$ cat config.mk
export PLATFORM = sky130hd
export DESIGN_NAME = load_store_unit
export DESIGN_NICKNAME = d
export VERILOG_FILES = /design/src/rtl/load_store_unit.sv
export SDC_FILE = /design/constraint.sdc
export NUM_CORES = 1
export LEC_CHECK = 0
export BUFFER_PORTS_ARGS = -buffer_cell sky130_fd_sc_hd__buf_2
export CORE_ASPECT_RATIO = 1.4
export CORE_MARGIN = 2
export CORE_UTILIZATION = 50
export CTS_BUF_LIST = sky130_fd_sc_hd__clkbuf_8
export DETAILED_ROUTE_END_ITERATION = 7
export MAX_ROUTING_LAYER = met4
export PLACE_DENSITY = 0.82
export SLEW_MARGIN = 20
export SYNTH_ARGS = -nofsm -noshare
export SYNTH_HDL_FRONTEND = slang
export SYNTH_SLANG_ARGS = --single-unit
export TNS_END_PERCENT = 50
$ cat constraint.sdc
create_clock -name clk -period 3.8 [get_ports clk]
set_input_delay 0.57 -clock clk [delete_from_list [all_inputs] [get_ports clk]]
set_output_delay 0.57 -clock clk [all_outputs]
set_load 0.05 [all_outputs]
$ cat src/rtl/load_store_unit.sv
// RV32I load/store stage: one outstanding bus transfer, store lane alignment, load extraction.
// Optional REQ-state timeout abort is compiled in by defining LSU_TIMEOUT_EN.
module load_store_unit #(
  parameter int TIMEOUT_CYCLES = 16
) (
  input  logic        clk,
  input  logic        rst,
  input  logic        req_valid,
  input  logic        req_we,
  input  logic [2:0]  req_funct3,
  input  logic [31:0] addr,
  input  logic [31:0] wdata,
  output logic        busy,
  output logic        done,
  output logic [31:0] rdata,
  output logic        fault,
  output logic        bus_err,
  output logic        mem_req,
  output logic        mem_we,
  output logic [31:0] mem_addr,
  output logic [31:0] mem_wdata,
  output logic [3:0]  mem_be,
  input  logic        mem_ready,
  input  logic [31:0] mem_rdata
);
  typedef enum logic [1:0] {IDLE, REQ, DONE} state_t;

  if (TIMEOUT_CYCLES < 1 || TIMEOUT_CYCLES > 255) begin : g_bad_timeout
    $error("TIMEOUT_CYCLES must be in 1..255");
  end

  state_t      state_q, state_d;
  logic        we_q, we_d;
  logic [2:0]  f3_q, f3_d;
  logic [31:0] addr_q, addr_d, wdata_q, wdata_d;
  logic [31:0] rdata_q, rdata_d;
  logic        fault_q, fault_d, bus_err_q, bus_err_d;
  logic        req_bad, in_req, to_hit;
  logic [31:0] ld_sh, ld_val;

`ifdef LSU_TIMEOUT_EN
  localparam logic [7:0] TO_LAST = 8'(TIMEOUT_CYCLES - 1);
  logic [7:0] cnt_q, cnt_d;

  // Counter is held at zero outside REQ, so REQ entry always starts from 0.
  always_comb begin
    cnt_d = cnt_q;
    if (state_q != REQ)  cnt_d = 8'd0;
    else if (!mem_ready) cnt_d = cnt_q + 8'd1;
  end

  always_ff @(posedge clk or posedge rst) begin
    if (rst) cnt_q <= 8'd0;
    else     cnt_q <= cnt_d;
  end

  assign to_hit = (cnt_q == TO_LAST);
`else
  assign to_hit = 1'b0;
`endif

  always_comb begin
    case (req_funct3)
      3'b000:         req_bad = 1'b0;
      3'b001:         req_bad = addr[0];
      3'b010:         req_bad = |addr[1:0];
      3'b100, 3'b101: req_bad = req_we | (req_funct3[0] & addr[0]);
      default:        req_bad = 1'b1;
    endcase
  end

  assign ld_sh = mem_rdata >> {addr_q[1:0], 3'b000};

  always_comb begin
    case (f3_q)
      3'b000:  ld_val = {{24{ld_sh[7]}}, ld_sh[7:0]};
      3'b001:  ld_val = {{16{ld_sh[15]}}, ld_sh[15:0]};
      3'b100:  ld_val = {24'b0, ld_sh[7:0]};
      3'b101:  ld_val = {16'b0, ld_sh[15:0]};
      default: ld_val = ld_sh;
    endcase
  end

  assign in_req = (state_q == REQ);

  always_comb begin
    mem_be    = 4'b0000;
    mem_wdata = 32'b0;
    if (in_req) begin
      case (f3_q[1:0])
        2'b00: begin
          mem_be    = 4'b0001 << addr_q[1:0];
          mem_wdata = {4{wdata_q[7:0]}};
        end
        2'b01: begin
          mem_be    = 4'b0011 << {addr_q[1], 1'b0};
          mem_wdata = {2{wdata_q[15:0]}};
        end
        default: begin
          mem_be    = 4'b1111;
          mem_wdata = wdata_q;
        end
      endcase
    end
  end

  assign mem_req  = in_req;
  assign mem_we   = in_req & we_q;
  assign mem_addr = in_req ? {addr_q[31:2], 2'b00} : 32'b0;
  assign busy     = (state_q != IDLE);
  assign done     = (state_q == DONE);
  assign rdata    = rdata_q;
  assign fault    = fault_q;
  assign bus_err  = bus_err_q;

  always_comb begin
    state_d   = state_q;
    we_d      = we_q;
    f3_d      = f3_q;
    addr_d    = addr_q;
    wdata_d   = wdata_q;
    rdata_d   = rdata_q;
    fault_d   = fault_q;
    bus_err_d = bus_err_q;
    case (state_q)
      IDLE: if (req_valid) begin
        we_d    = req_we;
        f3_d    = req_funct3;
        addr_d  = addr;
        wdata_d = wdata;
        if (req_bad) begin
          state_d   = DONE;
          rdata_d   = 32'b0;
          fault_d   = 1'b1;
          bus_err_d = 1'b0;
        end else begin
          state_d = REQ;
        end
      end
      // A ready arriving on the timeout cycle still completes normally.
      REQ: if (mem_ready) begin
        state_d   = DONE;
        rdata_d   = we_q ? 32'b0 : ld_val;
        fault_d   = 1'b0;
        bus_err_d = 1'b0;
      end else if (to_hit) begin
        state_d   = DONE;
        rdata_d   = 32'b0;
        fault_d   = 1'b0;
        bus_err_d = 1'b1;
      end
      default: state_d = IDLE;
    endcase
  end

  always_ff @(posedge clk or posedge rst) begin
    if (rst) begin
      state_q   <= IDLE;
      we_q      <= 1'b0;
      f3_q      <= 3'b0;
      addr_q    <= 32'b0;
      wdata_q   <= 32'b0;
      rdata_q   <= 32'b0;
      fault_q   <= 1'b0;
      bus_err_q <= 1'b0;
    end else begin
      state_q   <= state_d;
      we_q      <= we_d;
      f3_q      <= f3_d;
      addr_q    <= addr_d;
      wdata_q   <= wdata_d;
      rdata_q   <= rdata_d;
      fault_q   <= fault_d;
      bus_err_q <= bus_err_d;
    end
  end
endmodule
== Word level (Yosys, flattened, before mapping) ==
Index checks and enable logic that the tools add are counted.

* Register bits: 104
* Logic and storage cells: 61
* Output and inout bits: 106
* Input bits: 104

* Bitwise logic cells: 3
* Equality and inequality tests: 13
* Multiplexer cells: 23
* Reductions and logical operators: 11
* Shifts and indexed selects: 3

{| class="wikitable"
|+ Operator list
! operator !! count
|-
| $mux W32 || 6
|-
| $pmux W32 S2 || 2
|-
| $pmux W32 S4 || 1
|-
| $shr A32 B5 Y32 || 1
|-
| $eq A3 B3 Y1 const B || 4
|-
| $pmux W4 S2 || 1
|-
| $eq A3 B1 Y1 const B || 2
|-
| $logic_not A3 Y1 || 2
|-
| $mux W2 || 3
|-
| $ne A2 B2 Y1 const B || 3
|-
| $mux W1 || 5
|-
| $eq A2 B1 Y1 const B || 2
|-
| $logic_not A2 Y1 || 2
|-
| $mux W4 || 1
|-
| $pmux W1 S2 || 2
|-
| $pmux W1 S4 || 1
|-
| $pmux W2 S2 || 1
|-
| $reduce_and A2 Y1 || 2
|-
| $reduce_and A4 Y1 || 1
|-
| $reduce_bool A2 Y1 || 2
|-
| $reduce_or A2 Y1 || 2
|-
| $shl A1 B2 Y4 const A || 1
|-
| $shl A2 B2 Y4 const A || 1
|-
| $eq A3 B2 Y1 const B || 1
|-
| 3 further kinds || 4
|}

== Longest topological paths before layout ==
Gate-level depths: netlist (run 1).

* Word-level depth: 6
* Gate-level depth with buffers: 7
* Mapped depth without buffers: 5

== Worst setup path after synthesis (run 1) ==
No wires, ideal clock.

* Kind: register to output
* Start point: reg state_q[1]
* End point: out mem_wdata[0]
* Data arrival time: 1.966 ns
* Buffers on the path: 2
* Required time: 3.230 ns
* Cell stages (with the launch flop): 6
* Setup slack: 1.264 ns
* Cell sequence: dfrtp_1 -> nand2b_1 -> clkbuf_1 -> inv_1 -> clkbuf_1 -> and2_1

* Word-level cells in the longest chain between the ends: 2

{| class="wikitable"
|+ Ends and longest elaborated chain
! item !! line !! source
|-
| start, declared || 32 || <nowiki>state_t state_q, state_d;</nowiki>
|-
| start signal, assigned || 167 || <nowiki>state_q <= state_d;</nowiki>
|-
| $eq A2 B1 Y1 || 84 || <nowiki>assign in_req = (state_q == REQ);</nowiki>
|-
| via mem_req || 18 || <nowiki>output logic mem_req,</nowiki>
|-
| $mux W32 || 89 || <nowiki>if (in_req) begin</nowiki>
|-
| end, declared || 21 || <nowiki>output logic [31:0] mem_wdata,</nowiki>
|}

The timed path passes the listed nets, and every way through them passes these cells.

== Worst setup path after layout (run 1) ==
* Start point: reg f3_q[1]
* End point: out mem_wdata[9]

* Word-level cells in the longest chain between the ends: 3
* Elaborated cells on any way between the ends: 4
* Classes of those cells: 1 x eq/ne; 2 x mux; 1 x reduce/logical

{| class="wikitable"
|+ Ends and longest elaborated chain
! item !! line !! source
|-
| start, declared || 34 || <nowiki>logic [2:0] f3_q, f3_d;</nowiki>
|-
| start signal, assigned || 160 || <nowiki>f3_q <= 3'b0;</nowiki>
|-
| start signal, assigned || 169 || <nowiki>f3_q <= f3_d;</nowiki>
|-
| $eq A2 B1 Y1 or $logic_not A2 Y1 (tied branches) || 90 || <nowiki>case (f3_q[1:0])</nowiki>
|-
| $pmux W32 S2 (*) || 90 ||
|-
| $mux W32 (*) || 89 ||
|}

Mark *: on every way between the ends. The rest lies on a longest branch, timed or not.

==> results.cfg, run 1 <==
[run_status]
status = complete, no violations

[timing]
finalCritPeriodShare_pct = 77.2
worst_pin_slew_ps = 1090
setup_ws_ps = 865
setup_violations = 0
whs_ps = 370
worst_clock_skew_ps = 11.8
fin_tns_setup_ps = 0
clock.fmax_mhz = 341
hold_violations = 0
rsz0062_at_grt = no
maxSlewViolCount = 0
fin_crit_ps = 2930
maxSlewHeadroom_pct = 26.7

[drt]
wl_per_cell_um = 17.3
num_vias = 4345
drt_iter0_drc = 227
drc = 0
wirelength_mm = 13.8
postRouteAntennaNets = 0
first_pass_iters = 4
viasPerCell = 5.45

[clocking]
cts_resized = 0
cts_buffer_depth = 2
clk_pin_slew_ps = 100
clk_latency_ps = 370
post_cts_buffers = 0
numCtsBuffers = 9
hold_buffers = 0
cts.sinks = 103
htreeDepth = 3
clockRootBuffer = clkbuf_8
cts_tree = done

[global_route]
track_usage_pct = 25.4
overflow = 0
grt_max_degree = 92
grt_pass1_vias = 4300
grt_pass1_wl_mm = 21.6
antenna_found_initial = 0

[critical_path]
end_kind = output pin
cp_max_fo = 18
crit_arrival_ps = 2360
crit_type = reg -> out
timing.rr.start = f3_q[1]
reg2regPathDepth = 5
critPathRequiredTime_ps = 3230
start_kind = flip-flop
crit_start = f3_q[1]

[worst_hold_path]
hp-class = in -> async

[yosys]
synth.cell_area_um2 = 5160
yosys_warnings = 0
yosys.area.top_type = dfrtp_1
avgSynthCellArea_um2 = 11.0
synthDistinctLibCells = 32
syn_inst = 469
ys_seq_elements = 103
synth.top_cell.area_share_pct = 50.0
synth_area_leaders = dfrtp_1 (50%), mux2_2 (16%), mux2i_1 (6.0%), and2_1 (4.7%), a21oi_1 (3.4%)
ys_seq_area_share_pct = 50.0

[finish]
n_antenna_cell = 0
area_growth_pct = 25.6
post-route-util_pct = 65.1
final_area_um2 = 6480
finalNonFillerCells = 797
drive_above_1_share_pct = 47.3
fin_nets = 763

[power_and_ir_drop]
switching_share_pct = 39.6
ir_drop_v = 0.000317
power_frac_clock_pct = 20.1
p_int_mw = 2.29
sequentialPowerShare_pct = 41.3
power_switching_mw = 1.50
p_per_area_nw_per_um2 = 586
combPwrFrac_pct = 38.6
p_leak_nw = 3.32
power_mw = 3.80

[die]
die_area_um2 = 11200
ios = 210
rows = 43
start_util_pct = 51.8
coreArea_um2 = 9950
die_w_um = 89.8
die_y_um = 124

[place]
dp_hpwl_mm = 10.1
dp_cells = 783
place_ws_ps = 1290
gp_congestion = 0.853
placed_area_um2 = 6250
io_buffers = 206

[flow_run]
drv_cap = 0
-- state kept, by name, summed over array words and instances, names as in the netlist --
| name | count |
|---|---|
| addr_q | 32 |
| rdata | 32 |
| wdata_q | 32 |
| f3_q | 3 |
| state_q | 2 |
| fault | 1 |
| we_q | 1 |
-- critical path, cell delays in order, from the launching register on --
cell and delay (ps):
dfrtp_1 730, buf_4 320, or2_2 410, nand2_1 120, a21oi_1 140, buf_2 270
-- path summary, 6_finish.rpt --
check | slack, ps | endpoint
hold / removal | 370 | addr_q[21]
setup reg to reg | 1460 | rdata[11]
min in group clk | 430 | fault
max in group asynchronous | 2740 | rdata[20]
hold reg to reg | 490 | rdata[13]
setup / recovery | 870 | mem_wdata[9]
-- cell usage in the layout, fill, tap and decap left out, types with 2 or more instances in the layout --
cell type | synthesis | final
a221o_1 | 17 | 17
a21oi_1 | 35 | 35
nor3_1 | 2 | 2
mux2_2 | 74 | 74
nand2_1 | 36 | 36
clkbuf_8 | 0 | 11
mux2i_1 | 31 | 31
buf_4 | 4 | 9
or2_2 | 2 | 2
dfrtp_1 | 103 | 102
nand3b_1 | 9 | 9
nor2_1 | 36 | 36
o21ai_0 | 26 | 26
buf_2 | 10 | 206
bufinv_16 | 0 | 2
inv_1 | 5 | 4
nand2b_1 | 3 | 3
nor3b_2 | 1 | 2
conb_1 | 1 | 3
and2_1 | 39 | 39
-- Yosys cell counts --
library cell	number
nor3b_2	1
or2_2	2
o211a_2	1
conb_1	1
or4_1	1
buf_4	4
nor3b_1	1
nor3_1	2
dfrtp_1	103
nand2_1	36
inv_1	5
or2b_1	1
o21ai_0	26
clkbuf_1	18
buf_2	10
buf_6	2
nor2b_1	1
nand2b_1	3
nor2_1	36
a21oi_1	35
nand3b_1	9
o21bai_1	1
nor4_2	1
a32oi_2	1
buf_1	4
nand4bb_1	1
mux4_2	1
and2_1	39
mux2_2	74
a2bb2oi_1	1
a221o_1	17
mux2i_1	31
-- kinds of logic after synthesis --
group	Yosys count	synth area share [%]
buffers and inverters	43	3.95
AND/OR/NAND/NOR	134	13.3
other	1	0.0727
multiplexers	106	22.6
flip-flops	103	50.0
AO/OA/AOI/OAI	82	10.0
-- layer usage --
metal | track usage, % | up-vias | wire length (um)
li1 | - | 2014 | -
met4 | 11.4 | 0 | 411
met1 | 30.1 | 2115 | 5350
met5 | - | - | 0
met3 | 4.84 | 29 | 854
met2 | 42.7 | 187 | 7140
-- power by group through the flow --
stage	combinational (mW)	sequential [mW]	clock, mW
after floorplan	1.06	1.62	0
after global placement	1.44	1.57	0
after detailed placement	1.46	1.59	0
after CTS	1.47	1.57	0.781
after global routing	1.57	1.61	0.832
final	1.46	1.57	0.762
-- cell type report --
class                   instances  area, um^2
fillers                       818        3480
clock inverters                 3        67.6
multi-input cells             325        2390
inverters                       5        23.8
well taps                     135         169
clock buffers                  11         151
flip-flops and latches        103        2580
repair buffers                215        1100
No activity file was read; power rests on OpenSTA's default activity.
==> run 2, diff against run 1 <==
--- a/config.mk
+++ b/config.mk
@@ -8,11 +8,11 @@
 export BUFFER_PORTS_ARGS = -buffer_cell sky130_fd_sc_hd__buf_2
 export CORE_ASPECT_RATIO = 1.4
 export CORE_MARGIN = 2
-export CORE_UTILIZATION = 50
+export CORE_UTILIZATION = 45
 export CTS_BUF_LIST = sky130_fd_sc_hd__clkbuf_8
 export DETAILED_ROUTE_END_ITERATION = 7
 export MAX_ROUTING_LAYER = met4
-export PLACE_DENSITY = 0.82
+export PLACE_DENSITY = 0.78
 export SLEW_MARGIN = 20
 export SYNTH_ARGS = -nofsm -noshare
 export SYNTH_HDL_FRONTEND = slang
==> constraint.sdc (replaced) <==
create_clock -name clk -period 2.65 [get_ports clk]
set_input_delay 0.3975 -clock clk [delete_from_list [all_inputs] [get_ports clk]]
set_output_delay 0.3975 -clock clk [all_outputs]
set_load 0.05 [all_outputs]
==> run 2 against run 1 <==
Net effect: register-to-register slack worse by 790 ps; routed wire length rose by 0.97%; non-clock buffer count up 2; first-iteration DRC count down 6.6%; combinational power increased by 49%; count of clock-buffer cells in the layout is 1 lower; sequential share of layout area shrank 0.14 points; setup slack got worse by 530 ps; via count decreased by 1.1%; cell count up 1.6%; die area up 11%; global-route usage down 2.4 points; highest routed layer unchanged.
==> results.cfg, run 2 (synthesized netlist as in run 1, its figures left out) <==
[power_and_ir_drop]
ir_drop_v = 0.000410
p_int_mw = 3.11
switching_share_pct = 41.6
sequentialPowerShare_pct = 41.3
combPwrFrac_pct = 40.7
p_leak_nw = 3.31
power_switching_mw = 2.22
p_per_area_nw_per_um2 = 819
power_mw = 5.32
power_frac_clock_pct = 18.0

[place]
gp_congestion = 0.873
place_ws_ps = 495
io_buffers = 206
dp_hpwl_mm = 10.3

[clocking]
numCtsBuffers = 9
clk_pin_slew_ps = 100
htreeDepth = 3
clk_latency_ps = 380
cts_tree = done
cts_buffer_depth = 2
post_cts_buffers = 0
cts.sinks = 103
clockRootBuffer = clkbuf_8

[critical_path]
crit_type = reg -> out
worst-path-buf-inv = 3
start_kind = flip-flop
end_kind = output pin
cp_top_family = buffers and inverters
critPathRequiredTime_ps = 2250
slowest_stage = dfrtp_1
path_cells = nand2b_1 -> inv_1 -> buf_12 -> and2_1 -> buf_2
cpPeakStageDelay_ps = 450
crit_arrival_ps = 1910
cp_max_fo = 37

[run_status]
status = complete, no violations

[die]
die_y_um = 131
ios = 210
rows = 46
start_util_pct = 45.7
coreArea_um2 = 11300
die_area_um2 = 12300
die_w_um = 94.5

[global_route]
overflow = 0
grt_pass1_wl_mm = 21.3
antenna_found_initial = 0
grt_pass1_vias = 4325
track_usage_pct = 23.0
grt_max_degree = 104

[timing]
rsz0062_at_grt = no
whs_ps = 180
fin_crit_ps = 2310
setup_violations = 0
fin_tns_setup_ps = 0
worst_clock_skew_ps = 17.4
setup_ws_ps = 338
hold_violations = 0
finalCritPeriodShare_pct = 87.3
worst_pin_slew_ps = 1010
clock.fmax_mhz = 432
maxSlewViolCount = 0
maxSlewHeadroom_pct = 32.1

[finish]
n_antenna_cell = 0
mostFrequentLayoutCell = buf_2
final_cell_mix = buf_2 (206), dfrtp_1 (102), mux2_2 (74), and2_1 (39), nand2_1 (36)
fin_nets = 765
area_growth_pct = 26.0
drive_above_1_share_pct = 47.7
post-route-util_pct = 57.6

[drt]
viasPerCell = 5.31
wl_per_cell_um = 17.1
drc = 0
drt_iter0_drc = 212
wirelength_mm = 13.9
first_pass_iters = 4
num_vias = 4298
postRouteAntennaNets = 0

[flow_run]
drv_cap = 0

[worst_hold_path]
hp-class = in -> async
-- run 2: cell count changes in the layout (fill, tap and decap cells not counted), sizes merged --
cell / previous run / this run
clkinvlp: 1 / 4
buf: 215 / 217
bufinv: 2 / 0
inv: 5 / 7
clkbuf: 11 / 10
-- run 2: cell type report --
type	instances	area [um^2]
Multi-Input combinational cell	325	2390
Inverter	5	22.5
Clock buffer	10	138
Fill cell	1016	4780
Clock inverter	6	51.3
Timing Repair Buffer	217	1140
Sequential cell	103	2580
Tap cell	144	180
-- run 2: stage by stage --
stage / std cells / area [um^2]
final: 810 / 6500
after global routing: 810 / 6500
after CTS: 810 / 6500
after detailed placement: 794 / 6310
after global placement: 794 / 6310
after floorplan: 471 / 5170
-- run 2: worst paths after layout --
kind | startpoint | cells after the start | endpoint | slack (ps)
worst max-delay path | state_q[1] | 5 | mem_addr[30] | 340
worst min-delay path | rst | 3 | addr_q[22] | 180
worst max register to register | state_q[1] | 4 | rdata[22] | 670
worst min register to register | rdata[6] | 2 | rdata[6] | 480
max in group asynchronous | rst | 3 | f3_q[0] | 2040
min in group clk | addr[10] | 2 | addr_q[10] | 250
-- run 2: tightest hold or removal path, stage by stage --
cell and delay, ps:
buf_2 110, clkinvlp_4 70, buf_12 420
-- run 2: routing by layer --
layer / vias up / wire length, um / track usage [%]
li1: 2017 / - / -
met1: 2079 / 5460 / 26.5
met2: 171 / 7190 / 38.8
met3: 31 / 814 / 4.36
met4: 0 / 422 / 10.5
met5: - / 0 / -
-- run 2: power groups by stage --
stage	sequential, mW	combinational, mW	clock, mW
detailed placement	2.23	2.17	0
global placement	2.21	2.13	0
CTS	2.20	2.18	0.985
global route	2.25	2.33	1.05
finish	2.20	2.17	0.957
floorplan	2.33	1.52	0
-- run 2: timing repair --
item	CTS	global route
gates resized for setup	0	2
hold buffers	0	0
setup endpoints to repair	0	3
